`config.mk`:
```
export PLATFORM = sky130hd
export DESIGN_NAME = ifu_line_fetch
export DESIGN_NICKNAME = d
export VERILOG_FILES = /design/src/rtl/ifu_line_fetch.sv
export SDC_FILE = /design/constraint.sdc
export NUM_CORES = 1
export LEC_CHECK = 0
export ABC_AREA = 0
export BUFFER_PORTS_ARGS = -buffer_cell sky130_fd_sc_hd__buf_2
export CORE_MARGIN = 2
export CORE_UTILIZATION = 40
export CTS_CLUSTER_SIZE = 24
export DETAILED_ROUTE_END_ITERATION = 8
export PLACE_DENSITY = 0.72
export SKIP_CTS_REPAIR_TIMING = 1
export SYNTH_ARGS = -nofsm -noshare
export SYNTH_HDL_FRONTEND = slang
export SYNTH_SLANG_ARGS = --single-unit
```
`constraint.sdc`:
```
create_clock -name Clock -period 16.1 [get_ports Clock]
set_input_delay 0.805 -clock Clock [delete_from_list [all_inputs] [get_ports Clock]]
set_output_delay 0.805 -clock Clock [all_outputs]
set_load 0.03 [all_outputs]
```
`src/rtl/ifu_line_fetch.sv`:
```
// ifu_line_fetch -- instruction-cache line refill engine.
//
// Sits behind the IFU I$ miss port. On a miss request it latches the tag,
// issues one word read per line word to instruction memory, collects the
// in-order read responses into a line buffer, and presents line + tag to the
// cache for exactly one cycle.
//
// Ports:
//   Clock, Rst                 clock, async active-high reset
//   mem_reqTag*In              miss request from the cache (tag + valid)
//   mem_rsp*Out                delivered line/tag, valid pulses one cycle
//   imem_req*                  word read request (valid/ready handshake)
//   imem_rsp*In                in-order read data return
//   busyOut, debug_state       refill-in-progress flag, encoded FSM state

// One word slot of the line buffer. Each slot only accepts the write whose
// receive index selects it.
module ifu_lf_word_slot #(
  parameter int WORD_WIDTH = 32,
  parameter int WIDX_W     = 2,
  parameter int IDX        = 0
) (
  input  logic                  Clock,
  input  logic                  Rst,
  input  logic                  wr_en,
  input  logic [WIDX_W-1:0]     wr_idx,
  input  logic [WORD_WIDTH-1:0] wr_data,
  output logic [WORD_WIDTH-1:0] word
);
  localparam logic [WIDX_W-1:0] MY_IDX = WIDX_W'(IDX);

  always_ff @(posedge Clock or posedge Rst) begin
    if (Rst)                           word <= '0;
    else if (wr_en && wr_idx == MY_IDX) word <= wr_data;
  end
endmodule

module ifu_line_fetch #(
  parameter int ADDR_WIDTH = 32,
  parameter int TAG_WIDTH  = 28,
  parameter int LINE_WIDTH = 128,
  parameter int WORD_WIDTH = 32
) (
  input  logic                  Clock,
  input  logic                  Rst,
  input  logic [TAG_WIDTH-1:0]  mem_reqTagIn,
  input  logic                  mem_reqTagValidIn,
  output logic [TAG_WIDTH-1:0]  mem_rspTagOut,
  output logic [LINE_WIDTH-1:0] mem_rspInsLineOut,
  output logic                  mem_rspInsLineValidOut,
  output logic                  imem_reqValidOut,
  output logic [ADDR_WIDTH-1:0] imem_reqAddrOut,
  input  logic                  imem_reqReadyIn,
  input  logic                  imem_rspValidIn,
  input  logic [WORD_WIDTH-1:0] imem_rspDataIn,
  output logic                  busyOut,
  output logic [1:0]            debug_state
);
  localparam int WORDS_PER_LINE = LINE_WIDTH / WORD_WIDTH;
  localparam int WIDX_W         = $clog2(WORDS_PER_LINE);
  localparam int BYTE_W         = $clog2(WORD_WIDTH / 8);
  // One extra bit so "all words received" is representable without wrap.
  localparam int CNT_W          = WIDX_W + 1;

  localparam logic [CNT_W-1:0] WPL_C  = CNT_W'(WORDS_PER_LINE);
  localparam logic [CNT_W-1:0] LAST_C = CNT_W'(WORDS_PER_LINE - 1);
  localparam logic [CNT_W-1:0] ONE_C  = CNT_W'(1);

  if (TAG_WIDTH + WIDX_W + BYTE_W != ADDR_WIDTH) begin : g_bad_geometry
    $error("ifu_line_fetch: TAG_WIDTH + WIDX_W + BYTE_W must equal ADDR_WIDTH");
  end

  typedef enum logic [1:0] {
    S_IDLE  = 2'd0,
    S_FETCH = 2'd1,
    S_DRAIN = 2'd2,
    S_RESP  = 2'd3
  } state_t;

  state_t                  state, state_nxt;
  logic [CNT_W-1:0]        issue_cnt, issue_cnt_nxt;
  logic [CNT_W-1:0]        rcv_cnt, rcv_cnt_nxt;
  logic [TAG_WIDTH-1:0]    tag_q, tag_nxt;
  logic [TAG_WIDTH-1:0]    hold_tag;
  logic [LINE_WIDTH-1:0]   hold_line;
  logic                    rsp_take;

  logic [WORDS_PER_LINE-1:0][WORD_WIDTH-1:0] line_words;
  logic [LINE_WIDTH-1:0]   line_buf;

  // Line buffer: word i lands at bits [i*WORD_WIDTH +: WORD_WIDTH].
  for (genvar i = 0; i < WORDS_PER_LINE; i++) begin : g_slot
    ifu_lf_word_slot #(
      .WORD_WIDTH (WORD_WIDTH),
      .WIDX_W     (WIDX_W),
      .IDX        (i)
    ) u_slot (
      .Clock   (Clock),
      .Rst     (Rst),
      .wr_en   (rsp_take),
      .wr_idx  (rcv_cnt[WIDX_W-1:0]),
      .wr_data (imem_rspDataIn),
      .word    (line_words[i])
    );
  end
  assign line_buf = line_words;

  // Next-state / outputs.
  always_comb begin
    state_nxt        = state;
    issue_cnt_nxt    = issue_cnt;
    rcv_cnt_nxt      = rcv_cnt;
    tag_nxt          = tag_q;
    imem_reqValidOut = 1'b0;
    imem_reqAddrOut  = '0;
    mem_rspInsLineValidOut = 1'b0;

    // Responses count in FETCH and DRAIN only; anything past a full line,
    // or arriving while idle, is dropped.
    rsp_take = ((state == S_FETCH) || (state == S_DRAIN)) &&
               imem_rspValidIn && (rcv_cnt < WPL_C);
    if (rsp_take) rcv_cnt_nxt = rcv_cnt + ONE_C;

    case (state)
      S_IDLE: begin
        if (mem_reqTagValidIn) begin
          tag_nxt       = mem_reqTagIn;
          issue_cnt_nxt = '0;
          rcv_cnt_nxt   = '0;
          state_nxt     = S_FETCH;
        end
      end
      S_FETCH: begin
        imem_reqValidOut = 1'b1;
        imem_reqAddrOut  = {tag_q, issue_cnt[WIDX_W-1:0], {BYTE_W{1'b0}}};
        if (imem_reqReadyIn) begin
          issue_cnt_nxt = issue_cnt + ONE_C;
          // Last word accepted: skip DRAIN if its data came back the same cycle.
          if (issue_cnt == LAST_C)
            state_nxt = (rcv_cnt_nxt == WPL_C) ? S_RESP : S_DRAIN;
        end
      end
      S_DRAIN: begin
        if (rcv_cnt_nxt == WPL_C) state_nxt = S_RESP;
      end
      S_RESP: begin
        mem_rspInsLineValidOut = 1'b1;
        state_nxt              = S_IDLE;
      end
      default: state_nxt = S_IDLE;
    endcase
  end

  // Outside RESP the data/tag outputs show the last delivered line, so the
  // buffer being overwritten by a new refill never leaks to the cache.
  assign mem_rspTagOut     = (state == S_RESP) ? tag_q    : hold_tag;
  assign mem_rspInsLineOut = (state == S_RESP) ? line_buf : hold_line;
  assign busyOut           = (state != S_IDLE);
  assign debug_state       = state;

  always_ff @(posedge Clock or posedge Rst) begin
    if (Rst) begin
      state     <= S_IDLE;
      issue_cnt <= '0;
      rcv_cnt   <= '0;
      tag_q     <= '0;
      hold_tag  <= '0;
      hold_line <= '0;
    end else begin
      state     <= state_nxt;
      issue_cnt <= issue_cnt_nxt;
      rcv_cnt   <= rcv_cnt_nxt;
      tag_q     <= tag_nxt;
      if (state == S_RESP) begin
        hold_tag  <= tag_q;
        hold_line <= line_buf;
      end
    end
  end
endmodule

```
======== Word level (Yosys, flattened, before mapping) ========
Index checks and enable logic that the tools add are counted.
W data, S select, Z words.
storage, ports and cells
  register bits after elaboration ......... 320
  logic and storage cells ................. 56
  input port bits ......................... 65
  output and inout port bits .............. 193
cells by class
  add/sub/neg operators ................... 2
  reductions and logical operators ........ 14
  $lt $le $gt $ge ......................... 1
  multiplexer cells ....................... 17
  equal/unequal tests ..................... 12
operators by type and width
  kind                   number
  $mux W128              1
  $mux W32               1
  $mux W28               1
  $mux W3                5
  $eq A2 B2 Y1 const B   4
  $mux W2                4
  $pmux W2 S4            1
  $add A3 B1 Y3 const B  2
  $logic_and A1 B1 Y1    6
  $pmux W3 S2            1
  $eq A2 B1 Y1 const B   2
  $logic_not A2 Y1       2
  $ne A2 B1 Y1 const B   2
  $ne A2 B2 Y1 const B   2
  $reduce_and A4 Y1      1
  $reduce_bool A2 Y1     2
  $eq A3 B2 Y1 const B   1
  $eq A3 B3 Y1 const B   1
  $lt A3 B3 Y1 const B   1
  $mux W1                3
  $reduce_and A3 Y1      1
  $reduce_and A2 Y1      1
  $logic_or A1 B1 Y1     1

======== Logic depth before layout (Yosys ltp) ========
  depth after elaboration ................. 10
  mapped depth ............................ 7
  depth with buffers taken out ............ 6

======== Cells and area by module ========
From an unflattened synthesis, not the netlist that was laid out.
unflattened totals
  cell total of the unflattened synthesis .. 761
  area total of the unflattened synthesis .. 12836.1 um^2
modules (own cells, without submodules)
  module                                   sequential area each (um^2)  cells each  area an instance (um^2)  times used
  ifu_line_fetch                           4804.6                       485         7634.8                   1
  ifu_lf_word_slot (g_slot[1].u_slot ...)  800.8                        69          1331.3                   2
  ifu_lf_word_slot (g_slot[3].u_slot)      800.8                        69          1321.3                   1
  ifu_lf_word_slot (g_slot[0].u_slot)      800.8                        69          1217.4                   1

======== Worst setup path after synthesis ========
No wires, ideal clock.
  path kind ............................... register -> output
  start ................................... reg state[1], in the netlist debug_state[1]
  end ..................................... out mem_rspInsLineOut[100]
  slack ................................... 13376 ps
  buffers on the path ..................... 2
  data required time ...................... 15295 ps
  cell stages (with the launch flop) ...... 5
  data arrival time ....................... 1919 ps
  cells stage by stage .................... dfrtp_1 > ha_1 > clkbuf_1 > buf_2 > mux2_2
between the ends
  longest elaborated chain between the ends .. 2
RTL lines
  element                   RTL line  text
  start: declaration        80        state_t state, state_nxt;
  start signal: assignment  170       state <= state_nxt;
  $eq A2 B2 Y1              157       assign mem_rspInsLineOut = (state == S_RESP) ? line_buf : hold_line;
  $mux W128                 -
  end: declaration          49        output logic [LINE_WIDTH-1:0] mem_rspInsLineOut,
Every way passes these cells.

======== Worst setup path after layout ========
  start ................................... reg state[1], in the netlist debug_state[1]
  end ..................................... out mem_rspInsLineOut[108]
Same word-level chain as after synthesis.

==> reports/metrics.cfg <==
[status]
status=complete, no violations

[global_route]
grt_pass1_vias=7425
grt_start_max_net_pins=193
grt_util_all_layers=0.156
number_of_antenna_violations_at_the_first_check_in_global_routing=1
grt_overflow_total=0
grt_pass1_wl_um=41500

[logic_synthesis]
fraction_of_the_mapped_netlist_area_in_compound_gates=0.0105
synthesis.instances=759
synth.yosys.warnings=0
synthXorXnorAreaFrac=0.000681
asyncSetResetFlopFracSynth=1.00
synth.avg_cell_area_um2=16.9
yosys.cell_types.count=33
post_synth_main_area_contributors=sky130_fd_sc_hd__dfrtp_1 62%, sky130_fd_sc_hd__mux2_2 19%, sky130_fd_sc_hd__mux2_4 11%
synth_seq_cells=320
synth_commonest_cells=320 x sky130_fd_sc_hd__dfrtp_1, 222 x sky130_fd_sc_hd__mux2_2, 90 x sky130_fd_sc_hd__mux2_4
post-synth-top-area-cell=sky130_fd_sc_hd__dfrtp_1
yosys-mux-area-fraction=0.300
share_of_synthesized_cell_area_in_and_or_nand_and_nor_gates=0.0253
synthesized_area_fraction_occupied_by_adder_cells=0.0107
synth_top_family_by_area=multiplexers
synth_most_common_cell=sky130_fd_sc_hd__dfrtp_1
post-synth-top-area-fraction=0.623
ys_dominant_reg_cell=sky130_fd_sc_hd__dfrtp_1
post_synth_instance_area_um2=12900
synth_enable_flop_cells=0
synth_sequential_area_ratio=0.623

[critical_path]
worst_path_max_delay_cell=sky130_fd_sc_hd__buf_4
worst_path_dominant_cell_family=buffers and inverters
critical_path_source_type=flop
r2r_start=debug_state[1]
cp_data_required_time_ns=15.29
critPathKind=flop to output pin
slowest_delay_ns=0.81
critical_path.n_buffers_inverters=2
crit_path_start=debug_state[1]
worstPathMaxFanout=75
worstPathArrival_ns=2.87
crit_chain=ha_4, buf_4, mux2_2, buf_2
worst_setup_path_end_kind=output pin

[sta]
worst_slew_pin_slew_ns=1.23
clock-skew-final_ns=0.0101
max_slew_margin=0.179
timing.final.setup_violations=0
unrepaired_setup_endpoints_after_global_routing=false
final.setup.worst_slack_ns=12.43
hold-worst-slack_ns=0.432
fin_setup_tns_ns=0
timing.final.crit_period_ns=3.67
final-max-slew-violation-count=0
fmax_ghz=0.272
hold_viol_final=0
post-route-period-util=0.228

[clocking]
clk_pin_slew_worst_paths_ns=0.06
cts.root.buffer_cell=sky130_fd_sc_hd__clkbuf_16
clock_sink_count=320
numCtsBuffers=35
ctsLongestPathBuffers=3
insertion_delay_ns=0.51
tritoncts=yes
htreeDepth=2

[detailed_routing]
wl_um=26100
top_sig_layer=met5
via_per_inst=4.80
detailedRoute.firstPassIterationCount=4
route.met2.wl_um=12200
detailroute.via_count=6928
wl_met1_um=11700
dr.first_iter.drc_count=266
drcViolationCount=0
average_wire_per_standard_cell_um=18.1
met3_length_um=1660
postRouteAntennaNets=0

[flow_run]
max-cap-violations=0

[die]
initial_utilization=0.406
fp.dieH_um=183
design.core.area_um2=31600
fp-row-count=65
io-pin-count=258
total_die_area_um2=33600
horiz_die_dim_um=183

[hold_path]
hold_path_class=input port to async pin

[layout]
synthToLayoutAreaGrowth_pct=20.2
drive_gt1_frac=0.604
num-nets-final=1093
num_antenna_cells=0

[place]
dp_worst_setup_slack_ns=12.96
gpl.final_weighted_congestion=0.709
dp_hpwl_um=16500
buffer_ports.inserted=255

## metrics by stage
| stage | instances | utilization | instance area, µm² |
|---|---|---|---|
| 3_5_place_dp | 1382 | 0.454 | 14400 |
| 4_1_cts | 1442 | 0.488 | 15400 |
| 5_1_grt | 1442 | 0.488 | 15400 |
| 2_1_floorplan | 760 | - | 12900 |
| 6_report | 1442 | 0.488 | 15400 |
| 3_3_place_gp | 1382 | 0.454 | 14400 |
## routing by layer
| layer | up-vias | track usage |
|---|---|---|
| met5 | - | 0 |
| met3 | 44 | 0.0451 |
| li1 | 3165 | - |
| met2 | 189 | 0.248 |
| met4 | 2 | 0.0419 |
| met1 | 3528 | 0.210 |
## cell type report
cell class / instances / area [µm²]
fillers: 2736 / 16200
multi-input cells: 391 / 4500
well taps: 402 / 503
clock buffers: 53 / 1040
inverters: 10 / 45.0
flip-flops and latches: 320 / 8010
clock inverters: 7 / 42.5
repair buffers: 259 / 1320
## state kept, by name, indices dropped and copies added (netlist names)
signal and count:
debug_state 2, tag_q 28, hold_line 128, hold_tag 28, issue_cnt 3, g_slot.u_slot.word 128, rcv_cnt 3
## placed cells by master (no fill, tap or decap), types with 2 or more instances in the layout
cell / Yosys / layout
sky130_fd_sc_hd__buf_4: 2 / 3
sky130_fd_sc_hd__clkbuf_1: 5 / 11
sky130_fd_sc_hd__buf_2: 22 / 255
sky130_fd_sc_hd__clkbuf_16: 0 / 37
sky130_fd_sc_hd__clkinvlp_4: 0 / 3
sky130_fd_sc_hd__nand2_1: 2 / 2
sky130_fd_sc_hd__a21boi_0: 2 / 2
sky130_fd_sc_hd__dfrtp_1: 320 / 320
sky130_fd_sc_hd__a22o_1: 2 / 2
sky130_fd_sc_hd__and2_1: 30 / 30
sky130_fd_sc_hd__a21oi_1: 3 / 3
sky130_fd_sc_hd__nand2_8: 3 / 3
sky130_fd_sc_hd__conb_1: 1 / 2
sky130_fd_sc_hd__mux2_2: 222 / 222
sky130_fd_sc_hd__nand3b_1: 2 / 2
sky130_fd_sc_hd__clkinv_2: 0 / 4
sky130_fd_sc_hd__mux2_4: 90 / 90
sky130_fd_sc_hd__inv_1: 10 / 9
sky130_fd_sc_hd__ha_1: 11 / 10
sky130_fd_sc_hd__o21ai_0: 7 / 7
sky130_fd_sc_hd__clkbuf_8: 0 / 5
sky130_fd_sc_hd__nand3_1: 2 / 2
## cell families after synthesis
family                     after synthesis
buffers and inverters                   49
adders and majority gates               11
AOI/OAI and AO/OA                       20
and+or+nand+nor                         44
other                                    1
muxes                                  313
xor gates and xnor gates                 1
DFF                                    320
## worst paths after layout
path | cells past startpoint | endpoint | slack [ns]
hold / removal | 2 | tag_q[19] | 0.43
hold reg to reg | 1 | hold_line[112] | 0.49
min in group Clock | 1 | hold_line[112] | 0.49
setup reg to reg | 5 | g_slot[0].u_slot.word[17] | 13.57
setup / recovery | 4 | mem_rspInsLineOut[108] | 12.43
max in group asynchronous | 3 | g_slot[3].u_slot.word[5] | 14.04
Power is left out: the tool's default activity adds up to more than one toggle a clock period on the data nets, which glitch-free logic cannot reach.
